### config.mk
export PLATFORM = sky130hd
export DESIGN_NAME = operand_fetch_stage
export DESIGN_NICKNAME = d
export VERILOG_FILES = /design/src/rtl/cr16_isa_pkg.sv /design/src/rtl/cr16_decoder.sv /design/src/rtl/operand_fetch_stage.sv
export SDC_FILE = /design/constraint.sdc
export NUM_CORES = 1
export LEC_CHECK = 0
export CORE_UTILIZATION = 51
export CTS_CLUSTER_DIAMETER = 200
export DETAILED_ROUTE_END_ITERATION = 7
export PLACE_DENSITY = 0.86
export SLEW_MARGIN = 0
export SYNTH_ARGS = -nofsm -noshare
export SYNTH_HDL_FRONTEND = slang
export SYNTH_HIERARCHICAL = 1
export SYNTH_SLANG_ARGS = --single-unit
### constraint.sdc
create_clock -name clock -period 5.78 [get_ports clock]
set_input_delay 1.156 -clock clock [delete_from_list [all_inputs] [get_ports clock]]
set_output_delay 1.156 -clock clock [all_outputs]
set_load 0.005 [all_outputs]
### src/rtl/cr16_isa_pkg.sv
// CR16 instruction-set constants shared by the decode/operand-fetch slice.
package cr16_isa_pkg;

  localparam int unsigned INSTR_W = 16;
  localparam int unsigned FIELD_W = 4;
  localparam int unsigned IMM8_W  = 8;

  // Instruction field positions: [15:12] op, [11:8] rdest, [7:4] ext, [3:0] rsrc
  localparam int unsigned OP_MSB    = 15;
  localparam int unsigned OP_LSB    = 12;
  localparam int unsigned RDEST_MSB = 11;
  localparam int unsigned RDEST_LSB = 8;
  localparam int unsigned EXT_MSB   = 7;
  localparam int unsigned EXT_LSB   = 4;
  localparam int unsigned RSRC_MSB  = 3;
  localparam int unsigned RSRC_LSB  = 0;

  // Major opcodes
  localparam logic [FIELD_W-1:0] OP_RTYPE   = 4'b0000;
  localparam logic [FIELD_W-1:0] OP_ANDI    = 4'b0001;
  localparam logic [FIELD_W-1:0] OP_ORI     = 4'b0010;
  localparam logic [FIELD_W-1:0] OP_XORI    = 4'b0011;
  localparam logic [FIELD_W-1:0] OP_SPECIAL = 4'b0100;
  localparam logic [FIELD_W-1:0] OP_CMPI    = 4'b1011;
  localparam logic [FIELD_W-1:0] OP_BCOND   = 4'b1100;
  localparam logic [FIELD_W-1:0] OP_LUI     = 4'b1111;

  // Extension codes
  localparam logic [FIELD_W-1:0] EXT_LOAD = 4'b0000;
  localparam logic [FIELD_W-1:0] EXT_STOR = 4'b0100;
  localparam logic [FIELD_W-1:0] EXT_JUMP = 4'b1100;
  localparam logic [FIELD_W-1:0] EXT_CMP  = 4'b1011;

  // Logical immediates take a zero-extended imm8; all others sign-extend.
  function automatic logic is_logical_imm(input logic [FIELD_W-1:0] op);
    return (op == OP_ANDI) || (op == OP_ORI) || (op == OP_XORI);
  endfunction

endpackage

### src/rtl/cr16_decoder.sv
// Combinational CR16 decoder: register read addresses, operand usage,
// write enable and the extended immediate for operand B.
module cr16_decoder
  import cr16_isa_pkg::*;
#(
  parameter int unsigned WIDTH         = 16,
  parameter int unsigned REGISTER_BITS = 4
) (
  input  logic [INSTR_W-1:0]       instr,
  output logic [FIELD_W-1:0]       op_c,
  output logic [FIELD_W-1:0]       ext_c,
  output logic [REGISTER_BITS-1:0] dest_c,
  output logic [REGISTER_BITS-1:0] addr_a_c,
  output logic [REGISTER_BITS-1:0] addr_b_c,
  output logic                     use_a_c,
  output logic                     use_b_c,
  output logic                     we_c,
  output logic                     imm_sel_c,
  output logic [WIDTH-1:0]         imm_c
);

  logic [FIELD_W-1:0] op;
  logic [FIELD_W-1:0] rdest;
  logic [FIELD_W-1:0] ext;
  logic [FIELD_W-1:0] rsrc;
  logic [IMM8_W-1:0]  imm8;

  assign op    = instr[OP_MSB:OP_LSB];
  assign rdest = instr[RDEST_MSB:RDEST_LSB];
  assign ext   = instr[EXT_MSB:EXT_LSB];
  assign rsrc  = instr[RSRC_MSB:RSRC_LSB];
  assign imm8  = {ext, rsrc};

  assign op_c   = op;
  assign ext_c  = ext;
  assign dest_c = REGISTER_BITS'(rdest);

  // Operand routing per instruction class; unused read ports stay at r0.
  always_comb begin
    use_a_c   = 1'b0;
    use_b_c   = 1'b0;
    addr_a_c  = '0;
    addr_b_c  = '0;
    we_c      = 1'b0;
    imm_sel_c = 1'b0;
    unique case (op)
      OP_RTYPE: begin
        use_a_c  = 1'b1;
        use_b_c  = 1'b1;
        addr_a_c = REGISTER_BITS'(rdest);
        addr_b_c = REGISTER_BITS'(rsrc);
        we_c     = (ext != EXT_CMP);
      end
      OP_SPECIAL: begin
        unique case (ext)
          EXT_LOAD: begin
            use_a_c  = 1'b1;
            addr_a_c = REGISTER_BITS'(rsrc);
            we_c     = 1'b1;
          end
          EXT_STOR: begin
            use_a_c  = 1'b1;
            use_b_c  = 1'b1;
            addr_a_c = REGISTER_BITS'(rsrc);
            addr_b_c = REGISTER_BITS'(rdest);
          end
          EXT_JUMP: begin
            use_a_c  = 1'b1;
            addr_a_c = REGISTER_BITS'(rsrc);
          end
          default: begin
          end
        endcase
      end
      OP_BCOND: begin
        // Branch displacement rides on operand B; no register reads.
        imm_sel_c = 1'b1;
      end
      default: begin
        use_a_c   = 1'b1;
        addr_a_c  = REGISTER_BITS'(rdest);
        imm_sel_c = 1'b1;
        we_c      = (op != OP_CMPI);
      end
    endcase
  end

  // Immediate extension: LUI shifts into the upper byte, logicals zero-extend.
  always_comb begin
    imm_c = {{(WIDTH-IMM8_W){imm8[IMM8_W-1]}}, imm8};
    if (op == OP_LUI) begin
      imm_c = WIDTH'({imm8, 8'h00});
    end else if (is_logical_imm(op)) begin
      imm_c = WIDTH'(imm8);
    end
  end

endmodule

### src/rtl/operand_fetch_stage.sv
// CR16 decode / operand-fetch stage: decodes, resolves operands with
// writeback forwarding, stalls on pending writes, and registers the bundle.
module operand_fetch_stage
  import cr16_isa_pkg::*;
#(
  parameter int unsigned WIDTH         = 16,
  parameter int unsigned REGISTER_BITS = 4
) (
  input  logic                     clock,
  input  logic                     reset,
  input  logic                     flush,
  input  logic                     in_valid,
  output logic                     in_ready,
  input  logic [INSTR_W-1:0]       in_instr,
  output logic [REGISTER_BITS-1:0] rf_addr1,
  output logic [REGISTER_BITS-1:0] rf_addr2,
  input  logic [WIDTH-1:0]         rf_data1,
  input  logic [WIDTH-1:0]         rf_data2,
  input  logic                     wb_valid,
  input  logic [REGISTER_BITS-1:0] wb_addr,
  input  logic [WIDTH-1:0]         wb_data,
  output logic                     out_valid,
  input  logic                     out_ready,
  output logic [FIELD_W-1:0]       out_op,
  output logic [FIELD_W-1:0]       out_ext,
  output logic [REGISTER_BITS-1:0] out_dest,
  output logic                     out_we,
  output logic [WIDTH-1:0]         out_a,
  output logic [WIDTH-1:0]         out_b
);

  localparam int unsigned NUM_REGS = 1 << REGISTER_BITS;

  logic [FIELD_W-1:0]       dec_op;
  logic [FIELD_W-1:0]       dec_ext;
  logic [REGISTER_BITS-1:0] dec_dest;
  logic [REGISTER_BITS-1:0] dec_addr_a;
  logic [REGISTER_BITS-1:0] dec_addr_b;
  logic                     dec_use_a;
  logic                     dec_use_b;
  logic                     dec_we;
  logic                     dec_imm_sel;
  logic [WIDTH-1:0]         dec_imm;

  logic [WIDTH-1:0]         opnd_a_c;
  logic [WIDTH-1:0]         opnd_b_c;
  logic                     busy_a_c;
  logic                     busy_b_c;
  logic                     hazard_c;
  logic                     in_ready_c;
  logic                     accept_c;

  logic [NUM_REGS-1:0]      pending_q, pending_d;
  logic                     out_valid_q, out_valid_d;
  logic [FIELD_W-1:0]       out_op_q, out_op_d;
  logic [FIELD_W-1:0]       out_ext_q, out_ext_d;
  logic [REGISTER_BITS-1:0] out_dest_q, out_dest_d;
  logic                     out_we_q, out_we_d;
  logic [WIDTH-1:0]         out_a_q, out_a_d;
  logic [WIDTH-1:0]         out_b_q, out_b_d;

  cr16_decoder #(
    .WIDTH         (WIDTH),
    .REGISTER_BITS (REGISTER_BITS)
  ) u_decoder (
    .instr     (in_instr),
    .op_c      (dec_op),
    .ext_c     (dec_ext),
    .dest_c    (dec_dest),
    .addr_a_c  (dec_addr_a),
    .addr_b_c  (dec_addr_b),
    .use_a_c   (dec_use_a),
    .use_b_c   (dec_use_b),
    .we_c      (dec_we),
    .imm_sel_c (dec_imm_sel),
    .imm_c     (dec_imm)
  );

  assign rf_addr1 = dec_addr_a;
  assign rf_addr2 = dec_addr_b;

  // Operand resolution: a same-cycle writeback bypasses the register file,
  // whose write only lands on the capturing edge. r0 is never forwarded.
  always_comb begin
    opnd_a_c = '0;
    opnd_b_c = '0;
    if (dec_use_a) begin
      opnd_a_c = rf_data1;
      if (wb_valid && (wb_addr == dec_addr_a) && (dec_addr_a != '0)) begin
        opnd_a_c = wb_data;
      end
    end
    if (dec_use_b) begin
      opnd_b_c = rf_data2;
      if (wb_valid && (wb_addr == dec_addr_b) && (dec_addr_b != '0)) begin
        opnd_b_c = wb_data;
      end
    end else if (dec_imm_sel) begin
      opnd_b_c = dec_imm;
    end
  end

  // Read-after-write hazard and handshake; independent of in_valid.
  always_comb begin
    busy_a_c   = dec_use_a && (dec_addr_a != '0) && pending_q[dec_addr_a] &&
                 !(wb_valid && (wb_addr == dec_addr_a));
    busy_b_c   = dec_use_b && (dec_addr_b != '0) && pending_q[dec_addr_b] &&
                 !(wb_valid && (wb_addr == dec_addr_b));
    hazard_c   = busy_a_c || busy_b_c;
    in_ready_c = reset && !flush && !hazard_c && (!out_valid_q || out_ready);
    accept_c   = in_valid && in_ready_c;
  end

  assign in_ready = in_ready_c;

  // Scoreboard and output-register next state. Set after clears so an
  // accept wins over a same-cycle writeback to the same register.
  always_comb begin
    pending_d   = pending_q;
    out_valid_d = out_valid_q;
    out_op_d    = out_op_q;
    out_ext_d   = out_ext_q;
    out_dest_d  = out_dest_q;
    out_we_d    = out_we_q;
    out_a_d     = out_a_q;
    out_b_d     = out_b_q;

    if (flush && out_valid_q && out_we_q) begin
      pending_d[out_dest_q] = 1'b0;
    end
    if (wb_valid) begin
      pending_d[wb_addr] = 1'b0;
    end
    if (accept_c && dec_we) begin
      pending_d[dec_dest] = 1'b1;
    end
    pending_d[0] = 1'b0;

    if (flush) begin
      out_valid_d = 1'b0;
    end else if (accept_c) begin
      out_valid_d = 1'b1;
      out_op_d    = dec_op;
      out_ext_d   = dec_ext;
      out_dest_d  = dec_dest;
      out_we_d    = dec_we;
      out_a_d     = opnd_a_c;
      out_b_d     = opnd_b_c;
    end else if (out_ready) begin
      out_valid_d = 1'b0;
    end
  end

  // State registers with synchronous active-low reset.
  always_ff @(posedge clock) begin
    if (!reset) begin
      pending_q   <= '0;
      out_valid_q <= 1'b0;
      out_op_q    <= '0;
      out_ext_q   <= '0;
      out_dest_q  <= '0;
      out_we_q    <= 1'b0;
      out_a_q     <= '0;
      out_b_q     <= '0;
    end else begin
      pending_q   <= pending_d;
      out_valid_q <= out_valid_d;
      out_op_q    <= out_op_d;
      out_ext_q   <= out_ext_d;
      out_dest_q  <= out_dest_d;
      out_we_q    <= out_we_d;
      out_a_q     <= out_a_d;
      out_b_q     <= out_b_d;
    end
  end

  assign out_valid = out_valid_q;
  assign out_op    = out_op_q;
  assign out_ext   = out_ext_q;
  assign out_dest  = out_dest_q;
  assign out_we    = out_we_q;
  assign out_a     = out_a_q;
  assign out_b     = out_b_q;

endmodule

**Word-level counts from Yosys, hierarchy flattened**

Index checks and enable logic that the tools add are counted.

- Magnitude comparators: 8
- Eq/ne operators: 12
- Mux-type cells: 32
- Bitwise operators: 7
- Reductions and logical operators: 38

Operators by type and width:

| kind | number |
|---|---|
| $mux W16 | 10 |
| $and A16 B16 Y16 | 2 |
| $not A16 Y16 | 2 |
| $lt A4 B5 Y1 const B | 5 |
| $logic_and A1 B1 Y1 | 20 |
| $or A16 B16 Y16 | 1 |
| $pmux W4 S2 | 2 |
| $demux W1 S4 | 3 |
| $eq A4 B4 Y1 const B | 3 |
| $ge A4 B1 Y1 const B | 3 |
| $mux W1 | 10 |
| $bmux W1 S4 | 2 |
| $eq A4 B2 Y1 const B | 2 |
| $eq A4 B3 Y1 const B | 2 |
| $eq A4 B4 Y1 | 2 |
| $logic_not A4 Y1 | 2 |
| $mux W4 | 2 |
| $ne A4 B4 Y1 const B | 2 |
| $reduce_bool A4 Y1 | 2 |
| $logic_not A1 Y1 | 5 |
| $eq A4 B1 Y1 const B | 1 |
| $logic_or A1 B1 Y1 | 4 |
| $pmux W1 S2 | 2 |
| $reduce_or A2 Y1 | 2 |
| 5 further kinds | 6 |

- Register bits after elaboration: 62
- Input bits: 74

**Longest topological paths before layout**

- Depth after elaboration: 15
- Mapped depth: 14

**By module**

The synthesis kept the hierarchy.

By module, submodules not included:

| module | instances | cells each | area an instance (sq um) | sequential area each (sq um) |
|---|---|---|---|---|
| operand_fetch_stage | 1 | 402 | 3603.5 | 1221.2 |
| cr16_decoder | 1 | 78 | 504.2 | 0.0 |

**Least setup slack after synthesis**

Ideal clock, no wire load.

- Path type: input to output
- From: in in_instr[15]
- To: out in_ready
- Arrival time: 3.506 ns
- Slack: 1.118 ns
- Stages: 10
- Buffers on the path: 3
- Cell sequence: buf_8 > or3_1 > clkbuf_1 > a21oi_1 > mux4_2 > or3b_1 > nand4_1 > or4_1 > buf_6 > and3_1

- Word-level cells in the longest chain between the ends: 10
- Elaborated cells on any way between the ends: 29
- Those cells by class: 4 x eq/ne; 8 x mux; 17 x reduce/logical

RTL lines:

| what | line | RTL |
|---|---|---|
| start: declaration | operand_fetch_stage.sv:14 | `input logic [INSTR_W-1:0] in_instr,` |
| $eq A4 B3 Y1 / $logic_not A4 Y1 (equally long branches) | cr16_decoder.sv:46 | `unique case (op)` |
| $pmux W4 S2 * | cr16_decoder.sv:46 |  |
| named net rf_addr2[0] | operand_fetch_stage.sv:16 | `output logic [REGISTER_BITS-1:0] rf_addr2,` |
| $bmux W1 S4, or another cell as far along | operand_fetch_stage.sv:107 | `busy_b_c = dec_use_b && (dec_addr_b != '0) && pending_q[dec_addr_b] &&` |
| $mux W1 (not written as such), or another cell as far along | operand_fetch_stage.sv:107 |  |
| $logic_and A1 B1 Y1 / $logic_not A1 Y1 (equally long branches) | operand_fetch_stage.sv:107, operand_fetch_stage.sv:108 |  |
| $logic_and A1 B1 Y1 * | operand_fetch_stage.sv:107 |  |
| $logic_or A1 B1 Y1 * | operand_fetch_stage.sv:109 | `hazard_c = busy_a_c \|\| busy_b_c;` |
| $logic_not A1 Y1 * | operand_fetch_stage.sv:110 | `in_ready_c = reset && !flush && !hazard_c && (!out_valid_q \|\| out_ready);` |
| $logic_and A1 B1 Y1 * (2 in series) | operand_fetch_stage.sv:110 |  |
| end: declaration | operand_fetch_stage.sv:13 | `output logic in_ready,` |

Mark *: on every way through the listed nets, which the timed path passes. The rest lies on a longest branch. The select of a mux whose other input is x is not followed.

**Worst setup path in the final report**

- From: in in_instr[15]
- To: out in_ready

- Word-level cells in the longest chain between the ends: 10
- Elaborated cells on any way between the ends: 29
- Those cells by class: 4 x eq/ne; 8 x mux; 17 x reduce/logical

RTL lines:

| what | line | RTL |
|---|---|---|
| $eq A4 B4 Y1, or another cell as far along | cr16_decoder.sv:46 |  |
| $pmux W4 S2 | cr16_decoder.sv:46 |  |
| $bmux W1 S4, or another cell as far along | operand_fetch_stage.sv:105 | `busy_a_c = dec_use_a && (dec_addr_a != '0) && pending_q[dec_addr_a] &&` |
| $mux W1 (not written as such), or another cell as far along | operand_fetch_stage.sv:105 |  |
| $logic_and A1 B1 Y1, or another cell as far along | operand_fetch_stage.sv:105 |  |
| $logic_and A1 B1 Y1 (on tied branches) | operand_fetch_stage.sv:105, operand_fetch_stage.sv:107 |  |
| $logic_or A1 B1 Y1 * | operand_fetch_stage.sv:109 |  |
| $logic_not A1 Y1 * | operand_fetch_stage.sv:110 |  |
| $logic_and A1 B1 Y1 * (2 in series) | operand_fetch_stage.sv:110 |  |

Every way passes the cells marked *; elsewhere a longest branch is shown, timed or not. The select of a mux whose other input is x is not followed.

==> impl_metrics.toml <==
[run_status]
status = "completed"

[final_layout]
fin_nets = 667
fillers = 612
area_delta_synth_final_pct = 34.0
n_antenna_cell = 0
final_area_um2 = 5500
drive_gt1_frac = 0.134
final_cells = 700

[timing]
min_period_ns = 5.53
drv_slew = 0
max_freq_mhz = 181
fin_skew_ns = 0.00804
setup_viol = 0
tightestPinTransition_ns = 1.00
whs_ns = 0.461
fin_setup_tns_ns = 0
rsz0062_at_grt = "false"
timing.final.hold_violations = 0
finalCritPeriodShare = 0.957
slew_headroom = 0.332

[die]
row_count = 32
start_util = 0.529
core_um2 = 7770
die_w_um = 91.7
die_area_um2 = 8420
io_pins = 129
fp.dieH_um = 91.7

[clock_tree]
clk_latency_ns = 0.34
postCtsSetupRepairBufs = 0
holdBufCountCts = 0
htree_levels = 3
cts_buffers = 9
cts.sinks = 61
clkTransAtPathRegs_ns = 0.07
cts_buffer_depth = 2
cts_resized = 0
tritoncts = "done"
root_buffer = "clkbuf_8"

[detailed_routing]
drt_pass1_iterations = 5
postRouteAntennaNets = 0
wl_per_cell_um = 17.9
drc = 0
drt_first_iter_violations = 241
num_vias = 4093
vias_per_cell = 5.85
wl_um = 12500

[global_route]
grt_pass1_wl_um = 19900
grt_max_degree = 65
grt_overflow = 0
antenna_found_initial = 0
grt_pass1_vias = 3773
grt_use_total = 0.301

[logic_synthesis]
syn_inst = 480
synth-seq-area-share = 0.297
ys.flop_type = "dfxtp_1"
synth_area_leader_cell = "dfxtp_1"
synth_common_cells = "nand2_1, dfxtp_1, mux2i_1"
async_flop_share = 0
synthesis.nets = 554
avgSynthCellArea_um2 = 8.56
synth_seq_cells = 61
syn_area_um2 = 4110
synth-edff-count = 0
synthTopCellsByArea = "dfxtp_1, mux2i_1, nand2_1, mux2_2, o2111ai_1"
synth_cell_types = 55
synth_most_common_cell = "nand2_1"
yosys_warnings = 6
yosysTopAreaCellShare = 0.297

[worst_setup_path]
worstPathRequired_ns = 4.62
arrival_ns = 4.37
cp_common_cell = "clkdlybuf4s50_1"
cp_slowest_cell = "clkdlybuf4s50_1"
path_buf_inv = 2
cpPeakStageDelay_ns = 0.64
worstSetupEndpointType = "output pin"
path_cells = "clkdlybuf4s50_1 -> or3_1 -> a21oi_1 -> mux4_2 -> or3b_1 -> nand4_1 -> or4_1 -> and3_1 -> clkdlybuf4s50_1"
critPathLaunchType = "primary input"
path_class = "in -> out"
crit_fanout = 10
path_delay_family = "simple AND/OR/NAND/NOR gates"

[place]
placed_cell_area_um2 = 5340
dpl.cell_count = 684
hpwl_um = 9460
port_buffers = 128
gp_congestion = 0.911

[pwr]
power.density_nw_per_um2 = 186
peakVddDrop_v = 0.000115
p_total_uw = 1020
total_leakage_power_uw = 0.00229

[hold_path]
holdCritPathClass = "reg -> reg"

[run]
drv_cap = 0
[final cells by class]
type                            instances  area, µm²  area share
Sequential cell                        61       1220       0.222
Multi-Input combinational cell        358       2500       0.455
Clock inverter                          5       27.5     0.00500
Clock buffer                           11        131      0.0239
Inverter                               16       60.1      0.0109
Tap cell                              102        128      0.0232
Timing Repair Buffer                  147       1430       0.260
[worst min-delay path, cell delays in order (launching register included)]
cell     delay (ns)
dfxtp_1        0.31
nand2_1        0.05
mux2i_1        0.06
[power by group]
part           internal [µW]  switching, µW  leakage, µW
clock network            153            174    0.0000829
logic                    138            109      0.00171
registers                438           11.3     0.000495
[stage by stage]
| stage | util | worst slack, ns |
|---|---|---|
| 2_1_floorplan | - | 1.12 |
| 3_3_place_gp | 0.687 | 0.296 |
| 3_5_place_dp | 0.687 | 0.211 |
| 4_1_cts | 0.707 | 0.199 |
| 5_1_grt | 0.709 | 0.0464 |
| 6_report | 0.709 | 0.249 |
[layer usage]
metal	GRT usage	part of all wire	up-vias
met4	0.0703	0.012	0
met5	0	0	-
met3	0.0456	0.070	11
li1	-	-	1934
met1	0.411	0.44	1951
met2	0.501	0.48	197
[cell usage in the layout (no fill, tap or decap), drive strengths merged, types with 2 or more instances in the layout]
cell type      instances
o2111ai               16
or4                    2
buf                   20
nand4b                 3
nor2b                  6
or3b                   2
mux4                   2
nand3                 16
a2111oi                2
nand2                102
mux2                  34
or2                    2
nand3b                 4
nor3b                  5
nor2                  12
mux2i                 53
and3                   4
clkinv                 4
inv                   16
clkdlybuf4s50        127
a21oi                  8
xnor2                  6
o21ai                 15
nor3                   2
a22oi                 15
nand2b                 6
dfxtp                 61
or3                    4
nand4                 10
and2                   8
o2bb2ai                4
and3b                  3
a31oi                  2
clkbuf                11
[cells by family after synthesis]
| kind of cell | count (synthesis) | synth area share |
|---|---|---|
| mux | 89 | 0.233 |
| buf+inv | 61 | 0.0950 |
| simple gates | 194 | 0.239 |
| xor+xnor | 7 | 0.0149 |
| flops | 61 | 0.297 |
| compound gates | 68 | 0.120 |
[path summary, 6_finish.rpt]
path	start	slack [ns]	cells past startpoint	to
max	in_instr[15]	0.25	9	in_ready
min	out_a[7]$_SDFFE_PN0P_	0.46	2	out_a[7]$_SDFFE_PN0P_
max reg2reg	pending_q[9]$_SDFF_PN0_	3.35	8	out_a[2]$_SDFFE_PN0P_
min reg2reg	out_a[7]$_SDFFE_PN0P_	0.46	2	out_a[7]$_SDFFE_PN0P_
[registers in the layout, summed over array words and instances (netlist names)]
signal     count
out_a         16
out_b         16
out_dest       4
out_ext        4
out_op         4
out_valid      1
out_we         1
pending_q     15
Note: power is estimated with default switching activity, not from simulation.
